`src/rtl/nna_reg_pkg.sv`:
```
// nna_reg_pkg: register map, bit indices, response codes and FSM state types for order_reg_slave
package nna_reg_pkg;
  localparam logic [4:0] REG_CTRL    = 5'h00;
  localparam logic [4:0] REG_STATUS  = 5'h04;
  localparam logic [4:0] REG_FEATURE = 5'h08;
  localparam logic [4:0] REG_WEIGHT  = 5'h0C;
  localparam logic [4:0] REG_OUTPUT  = 5'h10;
  localparam logic [4:0] REG_SHAPE   = 5'h14;
  localparam logic [4:0] REG_CHANNEL = 5'h18;
  localparam logic [4:0] REG_COUNT   = 5'h1C;
  localparam int CTRL_START  = 0;
  localparam int CTRL_IRQ_EN = 1;
  localparam int STAT_BUSY   = 0;
  localparam int STAT_DONE   = 1;
  localparam logic [1:0] RESP_OKAY   = 2'b00;
  localparam logic [1:0] RESP_SLVERR = 2'b10;
  typedef enum logic {W_IDLE, W_RESP} wr_state_t;
  typedef enum logic {R_IDLE, R_DATA} rd_state_t;
  function automatic logic [31:0] merge_bytes(logic [31:0] old, logic [31:0] wd, logic [3:0] strb);
    for (int i = 0; i < 4; i++) merge_bytes[8*i +: 8] = strb[i] ? wd[8*i +: 8] : old[8*i +: 8];
  endfunction
endpackage

```
`src/rtl/axi_lite_wr_capture.sv`:
```
// axi_lite_wr_capture: AXI-Lite AW/W capture and W_IDLE/W_RESP FSM; ports: AW/W/B channels in, one-cycle wr_commit with addr/data/strb out, wr_err in selects bresp
module axi_lite_wr_capture
  import nna_reg_pkg::*;
#(
  parameter int ADDR_W = 8,
  parameter int DATA_W = 32
) (
  input  logic                  clk,
  input  logic                  rst,
  input  logic [ADDR_W-1:0]     awaddr,
  input  logic                  awvalid,
  output logic                  awready,
  input  logic [DATA_W-1:0]     wdata,
  input  logic [DATA_W/8-1:0]   wstrb,
  input  logic                  wvalid,
  output logic                  wready,
  output logic [1:0]            bresp,
  output logic                  bvalid,
  input  logic                  bready,
  output logic                  wr_commit,
  output logic [ADDR_W-1:0]     wr_addr,
  output logic [DATA_W-1:0]     wr_data,
  output logic [DATA_W/8-1:0]   wr_strb,
  input  logic                  wr_err
);
  wr_state_t state, state_n;
  logic aw_held, w_held, aw_hs, w_hs;
  logic [ADDR_W-1:0] addr_q;
  logic [DATA_W-1:0] data_q;
  logic [DATA_W/8-1:0] strb_q;
  always_ff @(posedge clk)
    if (rst) state <= W_IDLE;
    else state <= state_n;
  always_comb
    state_n = state == W_IDLE ? (wr_commit ? W_RESP : W_IDLE) : (bready ? W_IDLE : W_RESP);
  always_comb begin
    awready   = state == W_IDLE && !aw_held;
    wready    = state == W_IDLE && !w_held;
    bvalid    = state == W_RESP;
    aw_hs     = awvalid && awready;
    w_hs      = wvalid && wready;
    wr_commit = state == W_IDLE && (aw_held || aw_hs) && (w_held || w_hs);
    wr_addr   = aw_held ? addr_q : awaddr;
    wr_data   = w_held ? data_q : wdata;
    wr_strb   = w_held ? strb_q : wstrb;
  end
  always_ff @(posedge clk)
    if (rst) begin
      aw_held <= 1'b0;
      w_held  <= 1'b0;
      addr_q  <= '0;
      data_q  <= '0;
      strb_q  <= '0;
      bresp   <= RESP_OKAY;
    end else if (wr_commit) begin
      aw_held <= 1'b0;
      w_held  <= 1'b0;
      bresp   <= wr_err ? RESP_SLVERR : RESP_OKAY;
    end else begin
      if (aw_hs) begin
        aw_held <= 1'b1;
        addr_q  <= awaddr;
      end
      if (w_hs) begin
        w_held <= 1'b1;
        data_q <= wdata;
        strb_q <= wstrb;
      end
    end
endmodule

```
`src/rtl/order_reg_slave.sv`:
```
// order_reg_slave: AXI-Lite task-order register file; ports: s00_axi_* slave, task_start/task_finish/busy/irq handshake, DDR base addresses and layer shape out
module order_reg_slave
  import nna_reg_pkg::*;
#(
  parameter int ADDR_W = 8,
  parameter int DATA_W = 32
) (
  input  logic                  system_clk,
  input  logic                  rst,
  input  logic [ADDR_W-1:0]     s00_axi_awaddr,
  input  logic [2:0]            s00_axi_awprot,
  input  logic                  s00_axi_awvalid,
  output logic                  s00_axi_awready,
  input  logic [DATA_W-1:0]     s00_axi_wdata,
  input  logic [DATA_W/8-1:0]   s00_axi_wstrb,
  input  logic                  s00_axi_wvalid,
  output logic                  s00_axi_wready,
  output logic [1:0]            s00_axi_bresp,
  output logic                  s00_axi_bvalid,
  input  logic                  s00_axi_bready,
  input  logic [ADDR_W-1:0]     s00_axi_araddr,
  input  logic [2:0]            s00_axi_arprot,
  input  logic                  s00_axi_arvalid,
  output logic                  s00_axi_arready,
  output logic [DATA_W-1:0]     s00_axi_rdata,
  output logic [1:0]            s00_axi_rresp,
  output logic                  s00_axi_rvalid,
  input  logic                  s00_axi_rready,
  output logic                  task_start,
  input  logic                  task_finish,
  output logic                  busy,
  output logic                  irq,
  output logic [DATA_W-1:0]     feature_addr,
  output logic [DATA_W-1:0]     weight_addr,
  output logic [DATA_W-1:0]     output_addr,
  output logic [15:0]           img_width,
  output logic [15:0]           img_height,
  output logic [15:0]           in_ch,
  output logic [15:0]           out_ch
);
  logic wr_commit, wr_err, wr_ok, w_unmapped, w_cfg, w_start_bit, start_go, finish, clr_done;
  logic [ADDR_W-1:0] wr_addr;
  logic [DATA_W-1:0] wr_data;
  logic [DATA_W/8-1:0] wr_strb;
  logic [4:0] wa, ra;
  logic irq_en, done;
  logic [DATA_W-1:0] shape_q, chan_q, task_count, rd_val;
  logic r_unmapped;
  rd_state_t rd_state, rd_state_n;
  logic unused_bits;
  assign unused_bits = ^{s00_axi_awprot, s00_axi_arprot, s00_axi_araddr[1:0], wr_addr[1:0]};
  axi_lite_wr_capture #(.ADDR_W(ADDR_W), .DATA_W(DATA_W)) u_wr (
    .clk(system_clk),
    .rst(rst),
    .awaddr(s00_axi_awaddr),
    .awvalid(s00_axi_awvalid),
    .awready(s00_axi_awready),
    .wdata(s00_axi_wdata),
    .wstrb(s00_axi_wstrb),
    .wvalid(s00_axi_wvalid),
    .wready(s00_axi_wready),
    .bresp(s00_axi_bresp),
    .bvalid(s00_axi_bvalid),
    .bready(s00_axi_bready),
    .wr_commit(wr_commit),
    .wr_addr(wr_addr),
    .wr_data(wr_data),
    .wr_strb(wr_strb),
    .wr_err(wr_err)
  );
  // Error checks use pre-update busy, so a START racing task_finish is still rejected.
  always_comb begin
    wa          = {wr_addr[4:2], 2'b00};
    w_unmapped  = |wr_addr[ADDR_W-1:5];
    w_cfg       = wa >= REG_FEATURE && wa <= REG_CHANNEL;
    w_start_bit = wr_strb[0] && wr_data[CTRL_START];
    wr_err      = w_unmapped || wa == REG_COUNT || (busy && w_cfg) || (busy && wa == REG_CTRL && w_start_bit);
    wr_ok       = wr_commit && !wr_err;
    start_go    = wr_ok && wa == REG_CTRL && w_start_bit;
    clr_done    = wr_ok && wa == REG_STATUS && wr_strb[0] && wr_data[STAT_DONE];
    finish      = task_finish && busy;
  end
  always_ff @(posedge system_clk)
    if (rst) begin
      irq_en       <= 1'b0;
      done         <= 1'b0;
      busy         <= 1'b0;
      task_start   <= 1'b0;
      irq          <= 1'b0;
      feature_addr <= '0;
      weight_addr  <= '0;
      output_addr  <= '0;
      shape_q      <= '0;
      chan_q       <= '0;
      task_count   <= '0;
    end else begin
      if (wr_ok && wa == REG_CTRL && wr_strb[0]) irq_en <= wr_data[CTRL_IRQ_EN];
      if (wr_ok && wa == REG_FEATURE) feature_addr <= merge_bytes(feature_addr, wr_data, wr_strb);
      if (wr_ok && wa == REG_WEIGHT) weight_addr <= merge_bytes(weight_addr, wr_data, wr_strb);
      if (wr_ok && wa == REG_OUTPUT) output_addr <= merge_bytes(output_addr, wr_data, wr_strb);
      if (wr_ok && wa == REG_SHAPE) shape_q <= merge_bytes(shape_q, wr_data, wr_strb);
      if (wr_ok && wa == REG_CHANNEL) chan_q <= merge_bytes(chan_q, wr_data, wr_strb);
      if (finish) task_count <= task_count + 32'd1;
      task_start <= start_go;
      busy       <= start_go || (busy && !task_finish);
      done       <= finish || (done && !clr_done);
      irq        <= done && irq_en;
    end
  assign img_width  = shape_q[15:0];
  assign img_height = shape_q[31:16];
  assign in_ch      = chan_q[15:0];
  assign out_ch     = chan_q[31:16];
  always_comb begin
    ra         = {s00_axi_araddr[4:2], 2'b00};
    r_unmapped = |s00_axi_araddr[ADDR_W-1:5];
    rd_val     = '0;
    case (ra)
      REG_CTRL:    rd_val[CTRL_IRQ_EN] = irq_en;
      REG_STATUS:  rd_val[STAT_DONE:STAT_BUSY] = {done, busy};
      REG_FEATURE: rd_val = feature_addr;
      REG_WEIGHT:  rd_val = weight_addr;
      REG_OUTPUT:  rd_val = output_addr;
      REG_SHAPE:   rd_val = shape_q;
      REG_CHANNEL: rd_val = chan_q;
      default:     rd_val = task_count;
    endcase
    rd_val = r_unmapped ? '0 : rd_val;
  end
  always_ff @(posedge system_clk)
    if (rst) rd_state <= R_IDLE;
    else rd_state <= rd_state_n;
  always_comb
    rd_state_n = rd_state == R_IDLE ? (s00_axi_arvalid ? R_DATA : R_IDLE) : (s00_axi_rready ? R_IDLE : R_DATA);
  always_comb begin
    s00_axi_arready = rd_state == R_IDLE;
    s00_axi_rvalid  = rd_state == R_DATA;
  end
  always_ff @(posedge system_clk)
    if (rst) begin
      s00_axi_rdata <= '0;
      s00_axi_rresp <= RESP_OKAY;
    end else if (s00_axi_arvalid && s00_axi_arready) begin
      s00_axi_rdata <= rd_val;
      s00_axi_rresp <= r_unmapped ? RESP_SLVERR : RESP_OKAY;
    end
endmodule

```
`config.mk`:
```
export PLATFORM = sky130hd
export DESIGN_NAME = order_reg_slave
export DESIGN_NICKNAME = d
export VERILOG_FILES = /design/src/rtl/nna_reg_pkg.sv /design/src/rtl/axi_lite_wr_capture.sv /design/src/rtl/order_reg_slave.sv
export SDC_FILE = /design/constraint.sdc
export NUM_CORES = 1
export LEC_CHECK = 0
export ABC_AREA = 1
export ABC_CLOCK_PERIOD_IN_PS = 4250
export CORE_AREA = 2 2 212 214
export CTS_CLUSTER_DIAMETER = 40
export DETAILED_ROUTE_END_ITERATION = 8
export DIE_AREA = 0 0 214 216
export PLACE_DENSITY = 0.62
export SYNTH_ARGS = -nofsm -noshare
export SYNTH_HDL_FRONTEND = slang
export SYNTH_HIERARCHICAL = 1
export SYNTH_SLANG_ARGS = --single-unit
```
`constraint.sdc`:
```
create_clock -name system_clk -period 4.25 [get_ports system_clk]
set_input_delay 0.425 -clock system_clk [delete_from_list [all_inputs] [get_ports system_clk]]
set_output_delay 0.425 -clock system_clk [all_outputs]
set_load 0.01 [all_outputs]
```
After elaboration in Yosys (flattened, before gate mapping)
Cells that the tools add are included.
{"block": "op_classes", "add_sub_neg": 1, "order_cmp": 2, "eq_ne": 13, "mux": 15, "n_bitwise": 3, "reduce_logical": 70}
{"cell": "one-hot mux 30 bit (6 select lines)", "n": 1}
{"cell": "2-to-1 mux 32 bit", "n": 2}
{"cell": "AND reduction 2 bit", "n": 22}
{"cell": "adder 32 x 1 -> 32 bit, second input constant", "n": 1}
{"cell": "logical AND 1 bit", "n": 29}
{"cell": "equality test 3 bit, second input constant", "n": 7}
{"cell": "one-hot mux 1 bit (7 select lines)", "n": 2}
{"cell": "equality test 3 x 2 -> 1 bit, second input constant", "n": 4}
{"cell": "2-to-1 mux 8 bit", "n": 1}
{"cell": "logical OR 1 bit", "n": 7}
{"cell": "equality test 3 x 1 -> 1 bit, second input constant", "n": 2}
{"cell": "logical NOT 3 bit", "n": 2}
{"cell": "2-to-1 mux 1 bit", "n": 6}
{"cell": "OR reduction 3 bit", "n": 2}
{"cell": ">= comparator 5 x 4 -> 1 bit, second input constant", "n": 1}
{"cell": "less-or-equal comparator 5 bit, second input constant", "n": 1}
{"cell": "logical NOT 1 bit", "n": 5}
{"cell": "logical NOT 5 bit", "n": 1}
{"cell": "2-to-1 mux 2 bit", "n": 2}
{"cell": "2-to-1 mux 4 bit", "n": 1}
{"cell": "OR reduction 2 bit", "n": 2}
{"cell": "inverter 1 bit", "n": 3}
{"block": "word_totals", "reg_bits": 281, "input_bits": 66, "out_inout_bits": 204, "elab_cells": 140}

Longest topological paths before layout
Gate-level depths: netlist of run 1.
{"block": "depth", "word_depth": 14, "mapped_depth": 15, "mapped_depth_nobuf": 12}

Modules after synthesis
The synthesis of run 1 kept the hierarchy.
{"mod": "order_reg_slave", "instances": 1, "cells_per_inst": 1769, "area_each_um2": 11282.1, "seq_area_each_um2": 4624.4}
{"mod": "axi_lite_wr_capture", "instances": 1, "cells_per_inst": 417, "area_each_um2": 2602.5, "seq_area_each_um2": 960.9}

Worst setup path after synthesis of run 1
No wires, ideal clock.
{"block": "synth_timing", "kind": "register to register", "start": "reg u_wr.w_held", "end": "reg output_addr[16]", "setup_time_ps": 113, "t_arrival_ps": 2106, "required_time_ps": 4137, "slack_ps": 2030, "stages_incl_launch_ff": 8, "path_buffers": 3, "synth_period_minus_slack_ps": 2220, "path_cell_list": "dfxtp_1 -> buf_6 -> clkbuf_1 -> o21ai_0 -> nand4_2 -> buf_2 -> nor2_1 -> nor2_1"}
{"block": "synth_via", "elab_cells_between_ends": 14, "cone_classes": "mux (2); reduce/logical (12)"}
{"item": "from (decl)", "line": "axi_lite_wr_capture.sv:27", "text": "logic aw_held, w_held, aw_hs, w_hs;"}
{"item": "from (signal assigned)", "line": "axi_lite_wr_capture.sv:50", "text": "w_held <= 1'b0;"}
{"item": "from (signal assigned)", "line": "axi_lite_wr_capture.sv:57", "text": "w_held <= 1'b0;"}
{"item": "from (signal assigned)", "line": "axi_lite_wr_capture.sv:65", "text": "w_held <= 1'b1;"}
{"item": "2-to-1 mux 4 bit", "line": "axi_lite_wr_capture.sv:45", "text": "wr_strb = w_held ? strb_q : wstrb;"}
{"item": "named net wr_strb[2]", "line": "order_reg_slave.sv:44", "text": "logic [DATA_W/8-1:0] wr_strb;"}
{"item": "AND reduction 2 bit (no source line)"}
{"item": "to (signal assigned)", "line": "order_reg_slave.sv:100", "text": "if (wr_ok && wa == REG_OUTPUT) output_addr <= merge_bytes(output_addr, wr_data, wr_strb);"}
{"item": "to (decl)", "line": "order_reg_slave.sv:35", "text": "output logic [DATA_W-1:0] output_addr,"}
The timed path passes the listed nets, and every way through them passes these cells.
A chain may end at the register's enable or synchronous reset.

Worst setup path in the final report of run 1
{"block": "layout_timing", "start": "reg u_wr.w_held", "end": "reg weight_addr[6]"}
{"block": "layout_via", "elab_chain_len": 8, "elab_cells_between_ends": 14, "cone_classes": "mux (2); reduce/logical (12)"}
{"item": "2-to-1 mux 4 bit (*)", "line": "axi_lite_wr_capture.sv:45"}
{"item": "named net wr_strb[0]", "line": "order_reg_slave.sv:44"}
{"item": "logical AND 1 bit", "line": "order_reg_slave.sv:76", "text": "w_start_bit = wr_strb[0] && wr_data[CTRL_START];"}
{"item": "logical AND 1 bit", "line": "order_reg_slave.sv:77", "text": "wr_err = w_unmapped || wa == REG_COUNT || (busy && w_cfg) || (busy && wa == REG_CTRL && w_start_bit);"}
{"item": "logical OR 1 bit", "line": "order_reg_slave.sv:77"}
{"item": "logical NOT 1 bit", "line": "order_reg_slave.sv:78", "text": "wr_ok = wr_commit && !wr_err;"}
{"item": "logical AND 1 bit", "line": "order_reg_slave.sv:78"}
{"item": "logical AND 1 bit", "line": "order_reg_slave.sv:99", "text": "if (wr_ok && wa == REG_WEIGHT) weight_addr <= merge_bytes(weight_addr, wr_data, wr_strb);"}
{"item": "AND reduction 2 bit (no source line) (*)"}
{"item": "to (signal assigned)", "line": "order_reg_slave.sv:99"}
{"item": "to (decl)", "line": "order_reg_slave.sv:34", "text": "output logic [DATA_W-1:0] weight_addr,"}
Mark *: on every way through the listed nets, which the timed path passes. The rest lies on a longest branch.

==> impl_results.md, run 1 <==
- Status: finished clean
- Peak supply drop: ~0.00023 V
- GR Overflow Total: 0
- Post-cts resize count: 0
- Postcts setup bufs: 0
- Synthesized area: about 0.014 mm²
- Total GRT Usage: between 20 and 25%
- Storage cell area: between 0.005 and 0.006 mm²
- Setup Viol. Count Final: 0
- Max-slew violation count: 0
- Die ar.: 0.0462 mm²
- Setup TNS: 0 ns
- Worst hold-check path type: reg2reg
- Die Y-Extent: 216 µm
- Initial DRC count: between 1,000 and 1,500
- Multi-input gate area: about 0.0066 mm²
- FP Rows: 77
- Vias: 14,000
- H-tree depth: 2
- Crit Path Category: reg2reg
- First-pass GRT wire length: about 74,000 µm
- Max frequency: roughly 340 MHz
- CTS Buffer Depth: 3
- Worst-skew pair later-pin latency: just under 0.6 ns
- Crit path buffers/inverters: 3
- Drt total wl: between 40,000 and 50,000 µm
- CTS clk-pin slew, worst paths: roughly 0.06 ns
- CP Capture Type: flip-flop
- Tcrit/Tclk final: just under 70%
- Die width: between 200 and 250 µm
- Vias in the first global route: 12,800
- CP max stage delay: 0.76 ns
- Least-Margin Pin Slew: between 1 and 1.5 ns
- Yosys warning count: 6
- Critical path peak fanout: 39
- CP arrival: ~3.4 ns
- Drt drc: 0
- Final Hold Vio Count: 0
- Buffers on Ports: 257
- Drt first pass iters: 5
- Syn Nets: between 2,000 and 2,500
- Post-Syn Area per Cell: roughly 6.4 µm²
- Antenna Violating Nets Remaining: 0
- Final #Nets: between 2,000 and 2,500
- Slew margin rel.: just under 30%
- Routability cong.: between 0.8 and 0.9
- Design Area, Final: between 0.015 and 0.02 mm²
- CTS Root Cell: clkbuf_16
- WP data required: around 4.8 ns
- Clock buffer count from CTS: 53
- Vias per cell: approximately 4.6
- CTS Hold Bufs: 0
- Clock Skew: 0.0256 ns
- Layout area overhead: 34.2%
- Clock sinks: roughly 280
- Filler cells: about 4,500
- Slowest CP cell: dfxtp_2
- WL per Instance: roughly 16 µm
- Worst Hold Slack: 0.462 ns
- Commonest cells after routing, fill and taps aside: nand2_1 (592), nor2_1 (514), dfxtp_1 (276)
- Core area: 0.0438 mm²
- CTS tree: yes
- Largest net degree at the start of global routing: 94
- Leak: 8.33 nW
- Commonest non-fill, non-tap cell in the layout: nand2_1
- Cells after synthesis: 2,170
- Crit-path cells: buf_4 > nand2_1 > o21ai_1 > buf_4 > nand2_1 > inv_1 > nand4_1 > nand3_1 > nor2_1 > nand2_1 > nor2_1 > nor2_1
- Placed wire-length estimate: 35,400 µm
- RSZ-0062 raised after global routing: no
- Initial Util: between 30% and 40%
- Placed inst area: 0.0168 mm²
- Crit path max-delay family: simple AND/OR/NAND/NOR gates
- Fin crit period: 2.92 ns
- Maximum Capacitance Violations: 0
- Ratio of cells with drive above 1 in the final layout: just over 7%
- # IOs: 270
- Pwr dens: ~400 mW/mm²
- Initial antenna violation count: 1
- CP Launch Type: flip-flop
[state kept, by name, indices dropped and copies added (netlist names), 4 cells and up]
register,flops
chan_q,32
feature_addr,32
output_addr,32
s00_axi_rdata,32
shape_q,32
task_count,32
u_wr/data_q,32
weight_addr,32
u_wr/addr_q,6
u_wr/strb_q,4
[worst paths after layout]
kind / depth (start not counted) / startpoint / slack (ns) / end
max: 12 / u_wr/w_held$_SDFFE_PP0P_ / 1.33 / weight_addr[6]$_SDFFE_PP0P_
min: 2 / s00_axi_rdata[16]$_SDFFE_PP0P_ / 0.46 / s00_axi_rdata[16]$_SDFFE_PP0P_
min reg2reg: 2 / s00_axi_rdata[16]$_SDFFE_PP0P_ / 0.46 / s00_axi_rdata[16]$_SDFFE_PP0P_
max reg2reg: 12 / u_wr/w_held$_SDFFE_PP0P_ / 1.33 / weight_addr[6]$_SDFFE_PP0P_
[per-layer routing]
metal | vias up | track usage [%] | share of wire (%)
met5 | - | 0 | 0
met4 | 0 | 7.67 | 3.3
met3 | 83 | 5.62 | 7.9
met2 | 459 | 31.3 | 43
met1 | 6278 | 27.3 | 46
li1 | 7140 | - | -
[area by class of cell]
type	instances	area share, %
Sequential cell	277	30.0
Antenna cell	1	0.0135
Multi-Input combinational cell	1510	35.8
Tap cell	592	4.00
Clock buffer	63	7.69
Inverter	280	5.70
Clock inverter	35	1.74
Timing Repair Buffer	286	15.1
[per-stage QoR]
stage	power [mW]	instances	util, %	worst slack [ns]
floorplan	3.12	2170	-	2.03
global route	7.63	3043	42.2	1.03
detailed placement	3.33	2945	38.2	1.11
CTS	7.44	3043	42.2	1.35
global placement	3.32	2945	38.2	1.06
finish	7.35	3044	42.2	1.33
[worst reg2reg max path, delay by kind of cell, from the launching register on]
kind	cells	cell delay [ns]
compound gates	1	0.09
buf+inv	3	0.86
flops	1	0.76
simple gates	8	1.13
[power by group]
part	switching, mW	internal [mW]
Clock	1.56	2.50
Combinational	0.408	0.185
Sequential	0.0366	2.65
No activity file was read; power rests on OpenSTA's default activity.
==> run 2, diff against run 1 <==
--- a/config.mk
+++ b/config.mk
@@ -6,7 +6,7 @@
 export NUM_CORES = 1
 export LEC_CHECK = 0
 export ABC_AREA = 1
-export ABC_CLOCK_PERIOD_IN_PS = 4250
+export ABC_CLOCK_PERIOD_IN_PS = 3000
 export CORE_AREA = 2 2 212 214
 export CTS_CLUSTER_DIAMETER = 40
 export DETAILED_ROUTE_END_ITERATION = 8
==> constraint.sdc (replaced) <==
create_clock -name system_clk -period 3 [get_ports system_clk]
set_input_delay 0.3 -clock system_clk [delete_from_list [all_inputs] [get_ports system_clk]]
set_output_delay 0.3 -clock system_clk [all_outputs]
set_load 0.01 [all_outputs]
==> run 2 against run 1 <==
Global-route usage is 0.12 points lower. First-iteration DRC count up 3.8%. Worst hold slack lost 0.092 ns. Maximum frequency grew 6.3%. Largest cell class unchanged. Clock skew grew 0.00081 ns. Count of clock-buffer cells in the layout stayed put.
==> impl_results.md, run 2 (synthesized netlist as in run 1, its figures left out) <==
- Status: finished clean
- Critical path peak fanout: 17 (-56%)
- Largest net degree at the start of global routing: 91 (-3.2%)
- Vias in the first global route: 12,700 (-0.92%)
- Seq pwr share: 35.0% (-1.6 points)
- Worst R2R Path Depth: 8 (-4)
- Vias: 14,000 (+0.18%)
- Slew margin rel.: 31.5% (+2.1 points)
- Drt drc: 0 (unchanged)
- H-tree depth: 2 (unchanged)
- Worst-skew pair later-pin latency: 0.59 ns (about the same)
- Non-filler cells, final: 3,058 (+0.46%)
- Fin crit period: 2.74 ns (-0.172 ns)
- Peak supply drop: 0.000348 V (+50%)
- Placed inst area: 0.0169 mm² (+0.75%)
- Setup Viol. Count Final: 0 (unchanged)
- Maximum Capacitance Violations: 0 (unchanged)
- WL per Instance: 15.6 µm (-1.9%)
- CP Launch Type: flip-flop
- Drt first pass iters: 5 (unchanged)
- Crit path max-delay family: simple AND/OR/NAND/NOR gates
- Reg2reg end: output_addr[28]$_SDFFE_PP0P_
- Ratio of cells with drive above 1 in the final layout: 7.59% (+0.41 points)
- RR Startpoint: u_wr/aw_held$_SDFFE_PP0P_
- RSZ-0062 raised after global routing: no
- Switching power summed over all nets: 2.73 mW (+36%)
- Slowest CP cell: dfxtp_1
- Design Area, Final: 0.0188 mm² (+1.3%)
- Switch share: 25.1% (-2.2 points)
- Clock sinks: 277 (unchanged)
- CTS Buffer Depth: 3 (unchanged)
- CTS tree: yes
- Initial Util: 31.5% (unchanged)
- Crit Path Category: reg2reg
- Initial antenna violation count: 0 (-1)
- CP max stage delay: 0.64 ns (-0.12 ns)
- Vias per cell: 4.57 (-0.28%)
- Pwr dens: 580 mW/mm² (+46%)
- Layout area overhead: 36.0%
- Die ar.: 0.0462 mm² (unchanged)
- Comb power frac: 8.0% (about the same)
- Post-cts resize count: 0 (unchanged)
- Overall power: 10.9 mW (+48%)
- Commonest non-fill, non-tap cell in the layout: nand2_1
- GR Overflow Total: 0 (unchanged)
- Tcrit/Tclk final: 91.5% (+23 points)
- Filler cells: 4,508 (+0.22%)
- Worst hold-check path type: in2reg
- Crit-path cells: o21ai_0 > buf_4 > o21ai_2 > nand3_2 > nor2_8 > nand4_2 > nor2_1 > nor2_1
- Buffers on Ports: 257 (unchanged)
- Die width: 214 µm (unchanged)
- Postcts setup bufs: 0 (unchanged)
- Critical path depth: 8 (-4)
- Drt total wl: 47,800 µm (-1.5%)
- Hold EP: u_wr/bvalid$_SDFF_PP0_
- WP data required: 3.45 ns (-1.32 ns)
- Initial DRC count: 1,108 (+3.8%)
- Final #Nets: 2,489 (+0.57%)
- Die Y-Extent: 216 µm (unchanged)
- Crit path top cell by count: nor2_1
- CTS clk-pin slew, worst paths: 0.05 ns (about the same)
- Setup TNS: 0 ns (unchanged)
- Clk network pwr share: 57.0% (+1.7 points)
- Clock Skew: 0.0264 ns (+0.000807 ns)
- Antenna Violating Nets Remaining: 0 (unchanged)
- Max frequency: 364 MHz (+6.3%)
- CTS Hold Bufs: 1 (+1)
- Commonest cells after routing, fill and taps aside: nand2_1 (592), nor2_1 (514), dfxtp_1 (276)
- Multi-input gate area: 0.00662 mm² (unchanged)
- Core area: 0.0438 mm² (unchanged)
- Total GRT Usage: 20.3% (-0.12 points)
- FP Rows: 77 (unchanged)
- Final Hold Vio Count: 0 (unchanged)
- Min-delay src: s00_axi_bready
- Clock buffer count from CTS: 51 (-3.8%)
- Max-slew violation count: 0 (unchanged)
- R2R setup slack: 0.26 ns (-1.08 ns)
- CP Capture Type: flip-flop
- Least-Margin Pin Slew: 1.02 ns (-0.0304 ns)
- Placed wire-length estimate: 35,600 µm (+0.69%)
- Crit path buffers/inverters: 1 (-2)
- WHS Path Cells: 4 (+2)
- Routability cong.: 0.896 (+1.4%)
- Storage cell area: 0.00555 mm² (unchanged)
- CTS Root Cell: clkbuf_16
- Cell internal pwr: 8.15 mW (+53%)
- First-pass GRT wire length: 73,300 µm (-0.56%)
- Leak: 8.45 nW (+1.4%)
- CP arrival: 3.20 ns (-0.24 ns)
- Placed cells: 2,960 (+0.51%)
- # IOs: 270 (unchanged)
- Core Util, Final: 42.8% (+0.56 points)
-- run 2: cell count changes in the layout (fill, tap and decap cells not counted), sizes merged --
cell	before	now
buf	30	45
bufinv	1	9
clkinv	20	13
clkinvlp	3	6
dlygate4sd3	0	1
inv	291	285
-- run 2: final cells by class --
type                       instances  share of cell area [%]
inverter                         280                    5.62
clock buffer                      63                    7.43
multi-input combinational       1510                    35.3
tap                              592                    3.95
timing repair buffer             302                    15.6
sequential                       277                    29.6
clock inverter                    33                    2.48
antenna                            1                  0.0133
-- run 2: how the worst max path moves through the flow --
stage	startpoint	endpoint
after floorplan	u_wr/w_held$_SDFFE_PP0P_	output_addr[16]$_SDFFE_PP0P_
final	u_wr/aw_held$_SDFFE_PP0P_	output_addr[28]$_SDFFE_PP0P_
after global routing	u_wr/aw_held$_SDFFE_PP0P_	output_addr[31]$_SDFFE_PP0P_
after global placement	s00_axi_awaddr[4]	output_addr[31]$_SDFFE_PP0P_
after CTS	u_wr/aw_held$_SDFFE_PP0P_	output_addr[28]$_SDFFE_PP0P_
after detailed placement	s00_axi_awaddr[4]	output_addr[28]$_SDFFE_PP0P_
-- run 2: power by group through the flow --
stage | Clock [mW] | Sequential, mW | Combinational [mW]
2_1_floorplan | 0 | 3.87 | 0.547
3_3_place_gp | 0 | 3.88 | 0.852
3_5_place_dp | 0 | 3.88 | 0.865
4_1_cts | 6.32 | 3.80 | 0.869
5_1_grt | 6.50 | 3.81 | 0.956
6_report | 6.20 | 3.80 | 0.869
-- run 2: metrics by stage --
step | hold WS [ns] | setup slack [ns]
CTS | 0.325 | 0.232
detailed placement | 0.454 | 0.118
floorplan | 0.372 | 0.780
global route | 0.388 | 0.0268
global placement | 0.449 | 0.196
finish | 0.370 | 0.255
-- run 2: layer usage --
| layer | GRT usage [%] | part of all wire, % |
|---|---|---|
| met5 | 0 | 0 |
| met4 | 7.41 | 3.1 |
| met3 | 4.90 | 8.2 |
| met2 | 31.6 | 44 |
| met1 | 27.2 | 45 |
-- run 2: worst reg2reg max path: cells and delay by family, from the launching register on --
kind            cells  cell delay [ns]
buf+inv             1             0.23
flops               1             0.64
compound gates      2             0.38
simple gates        5             1.37
==> run 3, diff against run 2 <==
--- a/config.mk
+++ b/config.mk
@@ -5,13 +5,12 @@
 export SDC_FILE = /design/constraint.sdc
 export NUM_CORES = 1
 export LEC_CHECK = 0
-export ABC_AREA = 1
 export ABC_CLOCK_PERIOD_IN_PS = 3000
-export CORE_AREA = 2 2 212 214
+export CORE_AREA = 2 2 205 207
 export CTS_CLUSTER_DIAMETER = 40
 export DETAILED_ROUTE_END_ITERATION = 8
-export DIE_AREA = 0 0 214 216
-export PLACE_DENSITY = 0.62
+export DIE_AREA = 0 0 207 209
+export PLACE_DENSITY = 0.63
 export SYNTH_ARGS = -nofsm -noshare
 export SYNTH_HDL_FRONTEND = slang
 export SYNTH_HIERARCHICAL = 1
==> run 3 against run 2 <==
First-iteration DRC count is 46% lower. Routed wire length decreased by 6.7%. Design area decreased by 6.0%. Core utilization fell by 0.10 points. Highest routed layer unchanged. Largest cell class unchanged. Flip-flop and latch count did not move. Die area shrank 6.4%. Maximum frequency up 1.9%. Critical endpoint is now weight_addr[26]$_SDFFE_PP0P_. Sequential power shrank 1%. Via count fell by 20%. Global-route usage is 0.15 points lower. Clock skew down 0.0083 ns. Sequential share of layout area is 1.9 points higher.
==> impl_results.md, run 3 <==
- CTS tree: yes
- Core area: 0.0413 mm² (-5.8%)
- Switch share: 24.7% (-0.40 points)
- Least-Margin Pin Slew: 0.765 ns (-0.253 ns)
- Initial antenna violation count: 0 (unchanged)
- Yosys warning count: 6 (unchanged)
- Ratio of cells with drive above 1 in the final layout: 13.3% (+5.7 points)
- Filler cells: 4,025 (-11%)
- Multi-input gate area: 0.00682 mm² (+3.0%)
- Clk network pwr share: 54.2% (-2.8 points)
- CTS Buffer Depth: 3 (unchanged)
- Setup Viol. Count Final: 0 (unchanged)
- Comb power frac: 8.1% (about the same)
- Post-cts resize count: 0 (unchanged)
- Slew margin rel.: 49.0% (+18 points)
- Placed wire-length estimate: 32,600 µm (-8.4%)
- Reg2reg end: weight_addr[26]$_SDFFE_PP0P_
- Clock Skew: 0.0181 ns (-0.00834 ns)
- Syn Nets: 1,458 (-35%)
- Postcts setup bufs: 0 (unchanged)
- Total GRT Usage: 20.2% (-0.15 points)
- Setup TNS: 0 ns (unchanged)
- Antenna Violating Nets Remaining: 0 (unchanged)
- CTS clk-pin slew, worst paths: 0.05 ns (about the same)
- Fin crit period: 2.69 ns (-0.0523 ns)
- Pwr dens: 566 mW/mm² (-2.4%)
- Tcrit/Tclk final: 89.8% (-1.7 points)
- Post-Syn Area per Cell: 9.28 µm² (+46%)
- CP Capture Type: flip-flop
- Cells after synthesis: 1,391 (-36%)
- CP arrival: 3.11 ns (-0.09 ns)
- Commonest cells after routing, fill and taps aside: dfxtp_1 (276), clkdlybuf4s50_1 (253), mux2i_1 (211)
- Drt total wl: 44,600 µm (-6.7%)
- Status: finished clean
- Min-delay src: rst
- Seq pwr share: 37.7% (+2.7 points)
- Final #Nets: 1,697 (-32%)
- Non-filler cells, final: 2,206 (-28%)
- CTS Root Cell: clkbuf_16
- Worst slack at placement: 0.127 ns (+0.00926 ns)
- Clock sinks: 277 (unchanged)
- Buffers on Ports: 257 (unchanged)
- Vias per cell: 5.07 (+11%)
- WP data required: 3.42 ns (-0.03 ns)
- Maximum Capacitance Violations: 0 (unchanged)
- Peak supply drop: 0.000395 V (+13%)
- Layout area overhead: 36.6%
- Drt drc: 0 (unchanged)
- CP Launch Type: flip-flop
- Die ar.: 0.0433 mm² (-6.4%)
- Leak: 7.13 nW (-16%)
- Die Y-Extent: 209 µm (-3.2%)
- Vias: 11,200 (-20%)
- WL per Instance: 20.2 µm (+29%)
- Cell internal pwr: 7.51 mW (-7.8%)
- Max-slew violation count: 0 (unchanged)
- Drt first pass iters: 5 (unchanged)
- Max frequency: 371 MHz (+1.9%)
- Vias in the first global route: 11,100 (-12%)
- RSZ-0062 raised after global routing: no
- Initial DRC count: 594 (-46%)
- Placed cells: 2,121 (-28%)
- Antenna diode count: 0 (-1)
- Worst-skew pair later-pin latency: 0.56 ns (-0.03 ns)
- Worst R2R Path Depth: 6 (-2)
- Initial Util: 31.3% (-0.20 points)
- Synthesized area: 0.0129 mm² (-6.4%)
- Switching power summed over all nets: 2.46 mW (-9.7%)
- GR Overflow Total: 0 (unchanged)
- Critical path peak fanout: 10 (-7)
- Commonest non-fill, non-tap cell in the layout: dfxtp_1
- Worst hold-check path type: in2reg
- Routability cong.: 0.847 (-5.5%)
- H-tree depth: 2 (unchanged)
- First-pass GRT wire length: 67,400 µm (-8.1%)
- RR Startpoint: u_wr/aw_held$_SDFFE_PP0P_
- Storage cell area: 0.00555 mm² (unchanged)
- WHS Path Cells: 2 (-2)
- # IOs: 270 (unchanged)
- Die width: 207 µm (-3.3%)
- Clock buffer count from CTS: 46 (-9.8%)
- PnR worst setup slack: 0.307 ns (+0.0523 ns)
- Largest net degree at the start of global routing: 155 (+70%)
- Final Hold Vio Count: 0 (unchanged)
- R2R setup slack: 0.31 ns (+0.05 ns)
- FP Rows: 75 (-2.6%)
- Hold EP: output_addr[0]$_SDFFE_PP0P_
- CTS Hold Bufs: 0 (-1)
- Crit Path Category: reg2reg
run 3: how the worst max path moves through the flow:
stage                                   start                            end  depth (start not counted)
floorplan           u_wr/aw_held$_SDFFE_PP0P_    weight_addr[0]$_SDFFE_PP0P_                          8
global placement              s00_axi_awvalid  feature_addr[29]$_SDFFE_PP0P_                          8
detailed placement            s00_axi_awvalid   weight_addr[26]$_SDFFE_PP0P_                          8
CTS                 u_wr/aw_held$_SDFFE_PP0P_   weight_addr[26]$_SDFFE_PP0P_                          6
global route        u_wr/aw_held$_SDFFE_PP0P_   weight_addr[26]$_SDFFE_PP0P_                          6
finish              u_wr/aw_held$_SDFFE_PP0P_   weight_addr[26]$_SDFFE_PP0P_                          6
run 3: cell type report:
cell class | instances | share of cell area [%]
timing repair buffer | 294 | 16.5
clock inverter | 31 | 2.11
clock buffer | 54 | 6.93
multi-input combinational | 987 | 38.7
sequential | 277 | 31.5
tap | 539 | 3.83
inverter | 24 | 0.511
run 3: critical path: stages, from the launching register on:
cell and delay [ns]:
dfxtp_1 0.56, mux2_2 0.49, a2111oi_4 0.49, buf_4 0.25, nand4_2 0.41, mux2i_1 0.29
nor2_1 0.06
run 3: metrics by stage:
| stage | hold slack [ns] | power, mW | util, % | instance area, µm² |
|---|---|---|---|---|
| CTS | 0.0462 | 10.1 | 42.7 | 17600 |
| detailed placement | 0.446 | 4.65 | 38.8 | 16000 |
| global placement | 0.440 | 4.64 | 38.8 | 16000 |
| finish | 0.0689 | 9.97 | 42.7 | 17600 |
| global route | 0.0655 | 10.3 | 42.7 | 17600 |
| floorplan | 0.399 | 4.32 | - | 12900 |
run 3: power groups by stage:
stage | clock network, mW | logic [mW] | registers [mW]
2_1_floorplan | 0 | 0.487 | 3.83
3_3_place_gp | 0 | 0.807 | 3.83
3_5_place_dp | 0 | 0.815 | 3.83
4_1_cts | 5.53 | 0.819 | 3.76
5_1_grt | 5.69 | 0.864 | 3.76
6_report | 5.41 | 0.808 | 3.76
run 3: layer usage:
metal	part of all wire [%]	wire length, µm	global-route usage [%]	vias to the layer above
li1	-	-	-	5395
met1	41	18400	24.0	5334
met2	47	21100	33.7	378
met3	7.4	3300	5.53	86
met4	4.1	1810	9.41	0
met5	0	0	0	-
